[src/rtl/display_pkg.sv]
// Shared definitions for the 4-digit 7-segment display path (scheduler and segment decoder).
package display_pkg;
    localparam int DIGIT_COUNT = 4;

    localparam logic ANODE_OFF = 1'b1;
    localparam logic ANODE_ON  = 1'b0;

    // Digit slot order: slot 0 is the leftmost digit (an3), slot 3 the rightmost (an0).
    localparam logic [1:0] DIG_LEFT  = 2'd0;
    localparam logic [1:0] DIG_MIDL  = 2'd1;
    localparam logic [1:0] DIG_MIDR  = 2'd2;
    localparam logic [1:0] DIG_RIGHT = 2'd3;

    typedef logic [3:0] char_t;

    typedef enum logic [1:0] {
        PH_LOAD  = 2'd0,
        PH_BLANK = 2'd1,
        PH_ON    = 2'd2
    } phase_t;
endpackage

[src/rtl/display_scroll_scheduler_if.sv]
// Host/button side and decoder side signals of the display scroll scheduler.
interface display_scroll_scheduler_if #(
    parameter int AW = 4
);
    import display_pkg::*;

    logic          wr_en;
    logic [AW-1:0] wr_addr;
    char_t         wr_data;
    logic          step;
    logic          auto_en;
    char_t         char_out;
    logic          an0;
    logic          an1;
    logic          an2;
    logic          an3;
    logic [AW-1:0] scroll_pos;
    logic          frame_done;

    modport master (
        output wr_en, wr_addr, wr_data, step, auto_en,
        input  char_out, an0, an1, an2, an3, scroll_pos, frame_done
    );

    modport slave (
        input  wr_en, wr_addr, wr_data, step, auto_en,
        output char_out, an0, an1, an2, an3, scroll_pos, frame_done
    );
endinterface

[src/rtl/display_scroll_scheduler_scan_timer.sv]
// Digit scan timing: slot tick and digit counters, LOAD/BLANK/ON phase decode, frame boundary.
module scan_timer
    import display_pkg::*;
#(
    parameter int DIGIT_TICKS = 16,
    parameter int BLANK_TICKS = 4
) (
    input  logic       clk,
    input  logic       reset,
    output logic [1:0] o_digit,
    output phase_t     o_phase,
    output logic [1:0] o_digit_nxt,
    output phase_t     o_phase_nxt,
    output logic       o_frame_end,
    output logic       o_frame_done
);
    localparam int TW = $clog2(DIGIT_TICKS);

    logic [TW-1:0] r_tick;
    logic [1:0]    r_digit;
    logic          r_frame_done;
    logic          w_tick_wrap;
    logic [TW-1:0] w_tick_nxt;

    function automatic phase_t phase_of(input logic [TW-1:0] t);
        if (t == '0)
            return PH_LOAD;
        else if (t < TW'(BLANK_TICKS))
            return PH_BLANK;
        else
            return PH_ON;
    endfunction

    assign w_tick_wrap = (r_tick == TW'(DIGIT_TICKS - 1));
    assign w_tick_nxt  = w_tick_wrap ? '0 : r_tick + 1'b1;
    assign o_digit_nxt = w_tick_wrap ? r_digit + 1'b1 : r_digit;
    assign o_phase_nxt = phase_of(w_tick_nxt);
    assign o_digit     = r_digit;
    assign o_phase     = phase_of(r_tick);
    assign o_frame_end = w_tick_wrap && (r_digit == DIG_RIGHT);
    assign o_frame_done = r_frame_done;

    // frame_done is registered from the next-state counters so it lines up with the last frame cycle.
    always_ff @(posedge clk) begin
        if (reset) begin
            r_tick       <= '0;
            r_digit      <= DIG_LEFT;
            r_frame_done <= 1'b0;
        end else begin
            r_tick       <= w_tick_nxt;
            r_digit      <= o_digit_nxt;
            r_frame_done <= (o_digit_nxt == DIG_RIGHT) && (w_tick_nxt == TW'(DIGIT_TICKS - 1));
        end
    end
endmodule

[src/rtl/display_scroll_scheduler.sv]
// Multiplexes the 4-digit display from a 16-entry scrolling message buffer.
module display_scroll_scheduler
    import display_pkg::*;
#(
    parameter int MSG_DEPTH   = 16,
    parameter int DIGIT_TICKS = 16,
    parameter int BLANK_TICKS = 4,
    parameter int SCROLL_DIV  = 22
) (
    input  logic                         clk,
    input  logic                         reset,
    display_scroll_scheduler_if.slave    bus
);
    localparam int AW = $clog2(MSG_DEPTH);

    char_t                 r_buf [MSG_DEPTH];
    char_t                 r_char;
    logic [3:0]            r_an;
    logic [AW-1:0]         r_scroll;
    logic                  r_pending;
    logic [SCROLL_DIV-1:0] r_div;

    logic [1:0]    w_digit;
    logic [1:0]    w_digit_nxt;
    phase_t        w_phase;
    phase_t        w_phase_nxt;
    logic          w_frame_end;
    logic          w_frame_done;
    logic          w_auto_tick;
    logic          w_req;
    logic [AW-1:0] w_rd_addr;

    scan_timer #(
        .DIGIT_TICKS (DIGIT_TICKS),
        .BLANK_TICKS (BLANK_TICKS)
    ) u_scan (
        .clk          (clk),
        .reset        (reset),
        .o_digit      (w_digit),
        .o_phase      (w_phase),
        .o_digit_nxt  (w_digit_nxt),
        .o_phase_nxt  (w_phase_nxt),
        .o_frame_end  (w_frame_end),
        .o_frame_done (w_frame_done)
    );

    // Anode vector is {an3, an2, an1, an0}; slot d lights bit (3 - d).
    function automatic logic [3:0] anode_mask(input logic [1:0] digit, input logic on);
        logic [3:0] m;
        m = {DIGIT_COUNT{ANODE_OFF}};
        if (on)
            m[2'(DIGIT_COUNT - 1) - digit] = ANODE_ON;
        return m;
    endfunction

    assign w_auto_tick = bus.auto_en && (r_div == '1);
    assign w_req       = bus.step || w_auto_tick;
    assign w_rd_addr   = r_scroll + AW'(w_digit);

    always_ff @(posedge clk) begin
        if (reset) begin
            for (int i = 0; i < MSG_DEPTH; i++)
                r_buf[i] <= '0;
        end else if (bus.wr_en) begin
            r_buf[bus.wr_addr] <= bus.wr_data;
        end
    end

    // Anodes follow the next-cycle phase so they are registered yet exact to the tick.
    always_ff @(posedge clk) begin
        if (reset) begin
            r_an   <= {DIGIT_COUNT{ANODE_OFF}};
            r_char <= '0;
        end else begin
            r_an <= anode_mask(w_digit_nxt, w_phase_nxt == PH_ON);
            if (w_phase == PH_LOAD)
                r_char <= r_buf[w_rd_addr];
        end
    end

    // Scroll requests collapse into one pending advance, applied only at the frame boundary.
    always_ff @(posedge clk) begin
        if (reset) begin
            r_scroll  <= '0;
            r_pending <= 1'b0;
            r_div     <= '0;
        end else begin
            r_div <= bus.auto_en ? r_div + 1'b1 : '0;
            if (w_frame_end) begin
                if (r_pending || w_req)
                    r_scroll <= r_scroll + 1'b1;
                r_pending <= 1'b0;
            end else if (w_req) begin
                r_pending <= 1'b1;
            end
        end
    end

    assign bus.char_out   = r_char;
    assign bus.an3        = r_an[3];
    assign bus.an2        = r_an[2];
    assign bus.an1        = r_an[1];
    assign bus.an0        = r_an[0];
    assign bus.scroll_pos = r_scroll;
    assign bus.frame_done = w_frame_done;
endmodule

[src/flat_wrapper.sv]
// flat-port wrapper written by rule: the top's interface ports become plain ports
module display_scroll_scheduler_flat import display_pkg::*;
#(
    parameter int MSG_DEPTH   = 16,
    parameter int DIGIT_TICKS = 16,
    parameter int BLANK_TICKS = 4,
    parameter int SCROLL_DIV  = 22
)
  (clk, reset, bus_wr_en, bus_wr_addr, bus_wr_data, bus_step, bus_auto_en, bus_char_out, bus_an0, bus_an1, bus_an2, bus_an3, bus_scroll_pos, bus_frame_done);
  display_scroll_scheduler_if bus_i ();
  input  logic clk;
  input  logic reset;
  input wire logic [$bits(bus_i.wr_en)-1:0] bus_wr_en;
  input wire logic [$bits(bus_i.wr_addr)-1:0] bus_wr_addr;
  input wire logic [$bits(bus_i.wr_data)-1:0] bus_wr_data;
  input wire logic [$bits(bus_i.step)-1:0] bus_step;
  input wire logic [$bits(bus_i.auto_en)-1:0] bus_auto_en;
  output wire logic [$bits(bus_i.char_out)-1:0] bus_char_out;
  output wire logic [$bits(bus_i.an0)-1:0] bus_an0;
  output wire logic [$bits(bus_i.an1)-1:0] bus_an1;
  output wire logic [$bits(bus_i.an2)-1:0] bus_an2;
  output wire logic [$bits(bus_i.an3)-1:0] bus_an3;
  output wire logic [$bits(bus_i.scroll_pos)-1:0] bus_scroll_pos;
  output wire logic [$bits(bus_i.frame_done)-1:0] bus_frame_done;
  assign bus_i.wr_en = bus_wr_en;
  assign bus_i.wr_addr = bus_wr_addr;
  assign bus_i.wr_data = bus_wr_data;
  assign bus_i.step = bus_step;
  assign bus_i.auto_en = bus_auto_en;
  assign bus_char_out = bus_i.char_out;
  assign bus_an0 = bus_i.an0;
  assign bus_an1 = bus_i.an1;
  assign bus_an2 = bus_i.an2;
  assign bus_an3 = bus_i.an3;
  assign bus_scroll_pos = bus_i.scroll_pos;
  assign bus_frame_done = bus_i.frame_done;
  display_scroll_scheduler #(.MSG_DEPTH(MSG_DEPTH), .DIGIT_TICKS(DIGIT_TICKS), .BLANK_TICKS(BLANK_TICKS), .SCROLL_DIV(SCROLL_DIV)) u_core (.clk(clk), .reset(reset), .bus(bus_i));
endmodule
[config.mk]
export PLATFORM = sky130hd
export DESIGN_NAME = display_scroll_scheduler_flat
export DESIGN_NICKNAME = d
export VERILOG_FILES = /design/src/rtl/display_pkg.sv /design/src/rtl/display_scroll_scheduler_if.sv /design/src/rtl/display_scroll_scheduler_scan_timer.sv /design/src/rtl/display_scroll_scheduler.sv /design/src/flat_wrapper.sv
export SDC_FILE = /design/constraint.sdc
export NUM_CORES = 1
export LEC_CHECK = 0
export CAP_MARGIN = 20
export CORE_ASPECT_RATIO = 0.6
export CORE_MARGIN = 8
export CORE_UTILIZATION = 60
export CTS_CLUSTER_DIAMETER = 60
export DETAILED_ROUTE_END_ITERATION = 8
export PLACE_DENSITY = 0.8
export SLEW_MARGIN = 20
export SYNTH_ARGS = -nofsm -noshare
export SYNTH_HDL_FRONTEND = slang
export SYNTH_SLANG_ARGS = --single-unit
[constraint.sdc]
create_clock -name clk -period 5.5 [get_ports clk]
set_clock_uncertainty 0.2 [all_clocks]
set_input_delay 1.1 -clock clk [delete_from_list [all_inputs] [get_ports clk]]
set_output_delay 1.1 -clock clk [all_outputs]
set_load 0.005 [all_outputs]
==> impl_metrics.ini, run 1 <==
[job]
cap_violations = 0

[critical_path]
cp.required_ns = 5.35
cp.arrival_ns = 3.12
start_kind = input pin
crit_path_end_kind = flop
worstSetupPathType = in2reg
worstPathMaxFanout = 30

[grt]
grt_max_degree = 31
grt_remaining_overflow = 0
grt_pass1_wl_um = 17100
antenna_found_initial = 0
grt_usage_pct = 19.0
grt_pass1_vias = 3291

[sta]
worst_slew_pin_slew_ns = 1.01
period_needed_ns = 3.27
max_freq_mhz = 306
fin_worst_hold_slack_ns = 0.285
maxSlewHeadroom_pct = 32.6
finalCritPeriodShare_pct = 59.4
grt_setup_unrepaired = false
finalSetupTns_ns = 0
finalMaxSlewViolations = 0
setup_viol = 0
hold_viol = 0

[clocking]
cts-root-buf = clkbuf_16
path_clk_slew_ns = 0.06
cts_buffer_depth = 2
cts_buffers = 9
ctsResizeCount = 0
hold_buffers = 0
cts_tree = done
h-tree-depth = 3
clk_latency_ns = 0.35
postCtsSetupBuffers = 0
clock-sinks = 106

[synth]
synth_area_leaders = edfxtp_1 (38%), dfxtp_1 (17%), and2_1 (8.1%)
ys_ff_latch = 106
synth_edf_count = 64
async_flop_share_pct = 0
synth_warnings = 0
seq_area_frac_synth_pct = 54.7
syn_inst = 434
syn-num-nets = 456
netlist.top_cell.by_area = edfxtp_1
synth_top_area_share_pct = 38.1
syn_avg_cell_area_um2 = 11.6
synth_cell_types = 46
synth_ff_type = edfxtp_1
syn_area_um2 = 5050

[cells_and_area]
diodes = 0
fillers = 650
nNetsFinal = 471
regArea_um2 = 2760
syn_to_final_growth_pct = 11.1
multi_input_area_um2 = 2150
fin_area_um2 = 5610
drive_above_1_share_pct = 11.7

[floorplan]
start_util_pct = 60.6
core_um2 = 8330
die_area_um2 = 11700
io_pins = 26
rows = 26
die_w_um = 134
die_y_um = 87.0

[placed_design]
dpl.hpwl_um = 7750
portBuffers = 25
post_dp_cell_area_um2 = 5350
place_congestion = 0.831

[route]
ant_nets = 0
drt-initial-drc-count = 334
drt_first_pass_iters = 4
vias_per_cell = 6.00
wirelength_um = 10700
vias = 3395
drc = 0
post_drt_wl_per_cell_um = 18.8

[status]
run_status = complete, no violations

[worst_hold_path]
hold_path_class = reg2reg

[pwr]
p_per_area_nw_per_um2 = 285
p_leak_uw = 0.00188
vdd_ir_drop_max_uv = 263
cell families after synthesis:
logic type	Yosys count	synth area share, %
flip-flops	106	54.7
buffers and inverters	32	2.58
adder cells (fa/ha/maj)	9	2.38
AO/OA/AOI/OAI	43	5.65
AND/OR/NAND/NOR	206	23.3
multiplexers	26	9.25
XOR/XNOR	12	2.08
critical path: stages:
cell and delay (ns):
clkdlybuf4s50_1 0.64, buf_4 0.35, nand4bb_1 0.37, nor3_1 0.41, or2_2 0.24
flip-flops by register name (all words and copies together) (netlist names):
signal and flops:
u_core.bus.char_out 4, u_core.bus.scroll_pos 4, u_core.r_an 4, u_core.r_buf 64, u_core.r_div 22, u_core.r_pending 1, u_core.u_scan.o_digit 2, u_core.u_scan.o_frame_done 1
u_core.u_scan.r_tick 4
cells in the final DEF, fill, tap and decap left out, types with 4 or more instances in the layout:
cell type / instances
or4_1: 5
dfxtp_1: 42
clkbuf_16: 9
mux2_2: 5
mux4_2: 16
or3_1: 5
edfxtp_1: 64
and2_1: 65
nand2b_1: 6
clkdlybuf4s50_1: 25
inv_1: 10
nor3_1: 17
o21ai_0: 7
xnor2_1: 9
ha_1: 8
nand4_1: 8
nand2_1: 14
a21oi_1: 16
mux2i_1: 5
o31ai_1: 5
nor2_1: 32
nand3_1: 14
nor4_1: 7
or2_2: 16
a221o_1: 4
per-stage QoR:
stage | total power (uW) | cells | utilization, % | worst slack (ns)
floorplan | 980 | 434 | - | 2.61
global placement | 1040 | 550 | 64.3 | 2.04
detailed placement | 1040 | 550 | 64.3 | 1.91
CTS | 1600 | 566 | 67.3 | 2.27
global route | 1640 | 566 | 67.3 | 2.11
finish | 1600 | 566 | 67.3 | 2.23
report_power, final:
part | switching, uW | internal [uW] | total (uW)
clock network | 268 | 305 | 573
logic | 63.8 | 59.2 | 123
registers | 21.4 | 879 | 900
total | 353 | 1240 | 1600
cell type report:
type	instances	area share, %
Clock buffer	12	4.22
Clock inverter	4	0.357
Inverter	10	0.669
Multi-Input combinational cell	296	38.4
Sequential cell	106	49.3
Tap cell	112	2.50
Timing Repair Buffer	26	4.60
final timing paths:
check | from | to | slack (ns) | cells past startpoint
min | u_core.r_div[0]$_SDFF_PP0_ | u_core.r_div[0]$_SDFF_PP0_ | 0.28 | 1
min reg2reg | u_core.r_div[0]$_SDFF_PP0_ | u_core.r_div[0]$_SDFF_PP0_ | 0.28 | 1
max | reset | u_core.r_buf[4][0]$_SDFFCE_PN0P_ | 2.23 | 5
max reg2reg | u_core.u_scan.o_digit[0]$_SDFF_PP0_ | u_core.bus.char_out[3]$_SDFFE_PP0N_ | 2.41 | 5
per-layer routing:
metal,wire length [um],vias up,GRT usage (%)
met5,0,-,0
met4,125,0,5.17
met3,717,16,5.65
met2,4760,106,28.9
met1,5060,1658,25.9
li1,-,1615,-
Yosys cell counts (9+ instances only):
cell and count:
inv_1 10, dfxtp_1 42, a21oi_1 16, xnor2_1 9
clkbuf_1 17, and2_1 65, or2_2 16, nor2_1 32
nor3_1 17, nand2_1 14, edfxtp_1 64, nand3_1 14
mux4_2 16
Power figures use the tool's default switching activity.
==> run 2: changes to the inputs <==
Settings changed: CORE_UTILIZATION 60 to 54, PLACE_DENSITY 0.8 to 0.76.
Clock period 5.5 ns to 2.8 ns, I/O delays scaled along.
==> impl_metrics.ini, run 2 (synthesis results as in run 1) <==
[status]
run_status = complete, no violations

[placed_design]
place_congestion = 0.788
dpl.hpwl_um = 7710
portBuffers = 25
place_ws_ns = 0.0236

[grt]
grt_pass1_vias = 3348
grt_remaining_overflow = 0
grt_pass1_wl_um = 17500
grt_max_degree = 22
grt_usage_pct = 17.5
antenna_found_initial = 0

[floorplan]
die_area_um2 = 12800
die_y_um = 90.9
core_um2 = 9120
die_w_um = 141
io_pins = 26
rows = 27
start_util_pct = 55.3

[route]
drt-initial-drc-count = 288
drt_first_pass_iters = 5
vias_per_cell = 5.95
wirelength_um = 10600
vias = 3457
post_drt_wl_per_cell_um = 18.3
ant_nets = 0
drc = 0

[worst_hold_path]
whs_path_depth = 1
hold_path_class = reg2reg

[clocking]
clk_latency_ns = 0.35
h-tree-depth = 3
ctsResizeCount = 0
cts-root-buf = clkbuf_16
cts_buffers = 9
cts_tree = done
hold_buffers = 0
path_clk_slew_ns = 0.07
clock-sinks = 106
postCtsSetupBuffers = 0
cts_buffer_depth = 2

[critical_path]
ff2ff_path_depth = 6
crit_path_end_kind = flop
worstSetupPathType = reg2reg
start_kind = flop
worstPathMaxFanout = 16
cp.required_ns = 2.84
cp.arrival_ns = 2.65

[pwr]
p_leak_uw = 0.00195
vdd_ir_drop_max_uv = 383
p_per_area_nw_per_um2 = 570
finalPower_uw = 3290

[sta]
setup_viol = 0
period_needed_ns = 2.61
grt_setup_unrepaired = false
maxSlewHeadroom_pct = 54.8
hold_viol = 0
layout_setup_ws_ns = 0.193
finalSetupTns_ns = 0
fin_worst_hold_slack_ns = 0.282
finalCritPeriodShare_pct = 93.1
worst_slew_pin_slew_ns = 0.676
max_freq_mhz = 384
finalMaxSlewViolations = 0

[cells_and_area]
final_cell_mix = and2_1 (65), edfxtp_1 (64), dfxtp_1 (42)
syn_to_final_growth_pct = 14.3
top_register = u_core.r_buf
diodes = 0
nNetsFinal = 482
layout_commonest_cell = and2_1
utilization_pct = 63.2
reg_top3 = u_core.r_buf x64, u_core.r_div x22
largest_reg_flops = 64
drive_above_1_share_pct = 14.6

[job]
cap_violations = 0
run 2: changes by cell type in the layout (fill, tap and decap cells not counted), sizes merged:
cell,change
buf,+11
clkbuf,-3
clkinvlp,+2
bufinv,+1
run 2: final cells by class:
cell class / instances / area (um2)
fillers: 709 / 3350
flip-flops and latches: 106 / 2760
multi-input cells: 296 / 2150
repair buffers: 37 / 365
clock buffers: 9 / 225
well taps: 116 / 145
clock inverters: 7 / 77.6
inverters: 10 / 37.5
run 2: path summary, 6_finish.rpt:
check / from / end / slack, ns
worst min register to register: u_core.r_div[0]$_SDFF_PP0_ / u_core.r_div[0]$_SDFF_PP0_ / 0.28
worst max-delay path: u_core.bus.scroll_pos[0]$_SDFFE_PP0P_ / u_core.bus.char_out[0]$_SDFFE_PP0N_ / 0.19
worst min-delay path: u_core.r_div[0]$_SDFF_PP0_ / u_core.r_div[0]$_SDFF_PP0_ / 0.28
worst max register to register: u_core.bus.scroll_pos[0]$_SDFFE_PP0P_ / u_core.bus.char_out[0]$_SDFFE_PP0N_ / 0.19
run 2: layer usage:
layer / GRT usage (%) / up-vias / part of all wire, %
li1: - / 1638 / -
met1: 25.3 / 1676 / 48
met2: 24.9 / 127 / 43
met3: 5.49 / 16 / 8.2
met4: 4.36 / 0 / 1.4
met5: 0 / - / 0
run 2: metrics by stage:
stage               area, um2  std cells
detailed placement       5460        565
floorplan                5050        434
global route             5770        581
global placement         5460        565
CTS                      5770        581
finish                   5770        581
run 2: critical path, cell delays in order (launching register included):
cell and delay (ns):
dfxtp_1 0.36, ha_1 0.25, fa_1 0.56, buf_12 0.16, mux4_2 0.34, mux2_2 0.30
a221o_1 0.31
run 2: where the power goes:
| part | internal (uW) | switching, uW | total, uW |
|---|---|---|---|
| Sequential | 1730 | 40.1 | 1770 |
| Clock | 699 | 578 | 1280 |
| Combinational | 121 | 124 | 245 |
| Total | 2550 | 742 | 3290 |
==> run 3: changes to the inputs <==
Settings changed: CORE_MARGIN 8 to 2, CORE_UTILIZATION 54 to 45, PLACE_DENSITY 0.76 to 0.65.
==> impl_metrics.ini, run 3 (synthesis results as in run 1) <==
[grt]
antenna_found_initial = 0
grt_max_degree = 39
grt_remaining_overflow = 0
grt_usage_pct = 19.2
grt_util_met2_pct = 26.7
grt.busiest_layer = met1
grtUsageMet1_pct = 28.5
grt_pass1_vias = 3238
grt_pass1_wl_um = 17300
met3_usage_pct = 5.97

[clocking]
cts_tree = done
clock-sinks = 106
cts-root-buf = clkbuf_16
cts_buffer_depth = 2
h-tree-depth = 3
postCtsSetupBuffers = 0
path_clk_slew_ns = 0.07
clk_latency_ns = 0.35
hold_buffers = 0
cts_buffers = 9
ctsResizeCount = 0

[cells_and_area]
nNetsFinal = 485
fillers = 928
syn_to_final_growth_pct = 16.0
drive_above_1_share_pct = 15.0
largest_reg_flops = 64
diodes = 0
reg_top3 = u_core.r_buf x64, u_core.r_div x22
final_cell_mix = and2_1 (65), edfxtp_1 (64), dfxtp_1 (42)
layout_commonest_cell = and2_1
top_register = u_core.r_buf

[sta]
setup_viol = 0
maxSlewHeadroom_pct = 50.3
worst_slew_pin_slew_ns = 0.743
finalSetupTns_ns = 0
period_needed_ns = 2.59
finalMaxSlewViolations = 0
max_freq_mhz = 386
grt_setup_unrepaired = false
finalCritPeriodShare_pct = 92.6
hold_viol = 0

[pwr]
p_leak_uw = 0.00199
p_per_area_nw_per_um2 = 591
clock_power_share_pct = 41.7
switching_power_uw = 742
seq_power_share_pct = 51.3
combPwrFrac_pct = 7.1
switching_share_pct = 21.4
finalPower_uw = 3460
p_int_uw = 2720
vdd_ir_drop_max_uv = 332

[critical_path]
worstSetupPathType = reg2reg
start_kind = flop
cp.required_ns = 2.84
cp.arrival_ns = 2.63
ff2ff_path_depth = 6
worstPathMaxFanout = 16
crit_path_end_kind = flop
r2r_slack_ns = 0.21

[placed_design]
portBuffers = 25
dpl.hpwl_um = 7880
place_congestion = 0.821

[route]
drc = 0
ant_nets = 0
wirelength_um = 11000
vias_per_cell = 5.65
post_drt_wl_per_cell_um = 18.2
drt-initial-drc-count = 287
drt_first_pass_iters = 5
vias = 3432

[floorplan]
die_w_um = 141
rows = 29
start_util_pct = 47.0
core_um2 = 10700
die_y_um = 86.0
die_area_um2 = 12100
io_pins = 26

[worst_hold_path]
whs_path_depth = 2
hold_path_class = reg2reg

[job]
cap_violations = 0

[status]
run_status = complete, no violations
[run 3: per-layer routing]
metal,vias up,part of all wire (%)
li1,1648,-
met4,0,1.2
met3,11,6.6
met5,-,0
met2,84,42
met1,1689,50
[run 3: worst max-delay path, stage by stage, from the launching register on]
cell	delay, ns
dfxtp_1	0.35
ha_1	0.25
fa_1	0.56
buf_12	0.16
mux4_2	0.30
mux2_2	0.32
a221o_1	0.33
[run 3: final cells by class]
cell class                 instances  area, um2  share of cell area [%]
sequential                       106       2760                    47.2
multi-input combinational        296       2150                    36.8
timing repair buffer              40        388                    6.62
clock buffer                       9        225                    3.85
tap                              139        174                    2.97
clock inverter                     7        115                    1.97
inverter                          10       37.5                   0.641
[run 3: power groups by stage]
stage	Combinational [uW]	Clock [uW]	Sequential, uW
6_report	245	1440	1770
5_1_grt	264	1520	1780
4_1_cts	245	1470	1770
3_5_place_dp	244	0	1810
3_3_place_gp	238	0	1810
2_1_floorplan	143	0	1780
[run 3: worst paths after layout]
path,endpoint,from
setup / recovery,u_core.bus.char_out[3]$_SDFFE_PP0N_,u_core.bus.scroll_pos[0]$_SDFFE_PP0P_
hold / removal,u_core.r_div[17]$_SDFF_PP0_,u_core.r_div[17]$_SDFF_PP0_
setup reg to reg,u_core.bus.char_out[3]$_SDFFE_PP0N_,u_core.bus.scroll_pos[0]$_SDFFE_PP0P_
hold reg to reg,u_core.r_div[17]$_SDFF_PP0_,u_core.r_div[17]$_SDFF_PP0_
[run 3: per-stage QoR]
step / instance area, um2 / worst slack (ns) / util [%] / instances / hold WS [ns]
final: 5860 / 0.208 / 54.5 / 607 / 0.278
after global routing: 5860 / 0.159 / 54.5 / 607 / 0.312
after CTS: 5860 / 0.192 / 54.5 / 607 / 0.277
after detailed placement: 5520 / 0.101 / 51.4 / 591 / 0.260
after global placement: 5520 / 0.140 / 51.4 / 591 / 0.253
after floorplan: 5050 / 0.0426 / - / 434 / 0.230
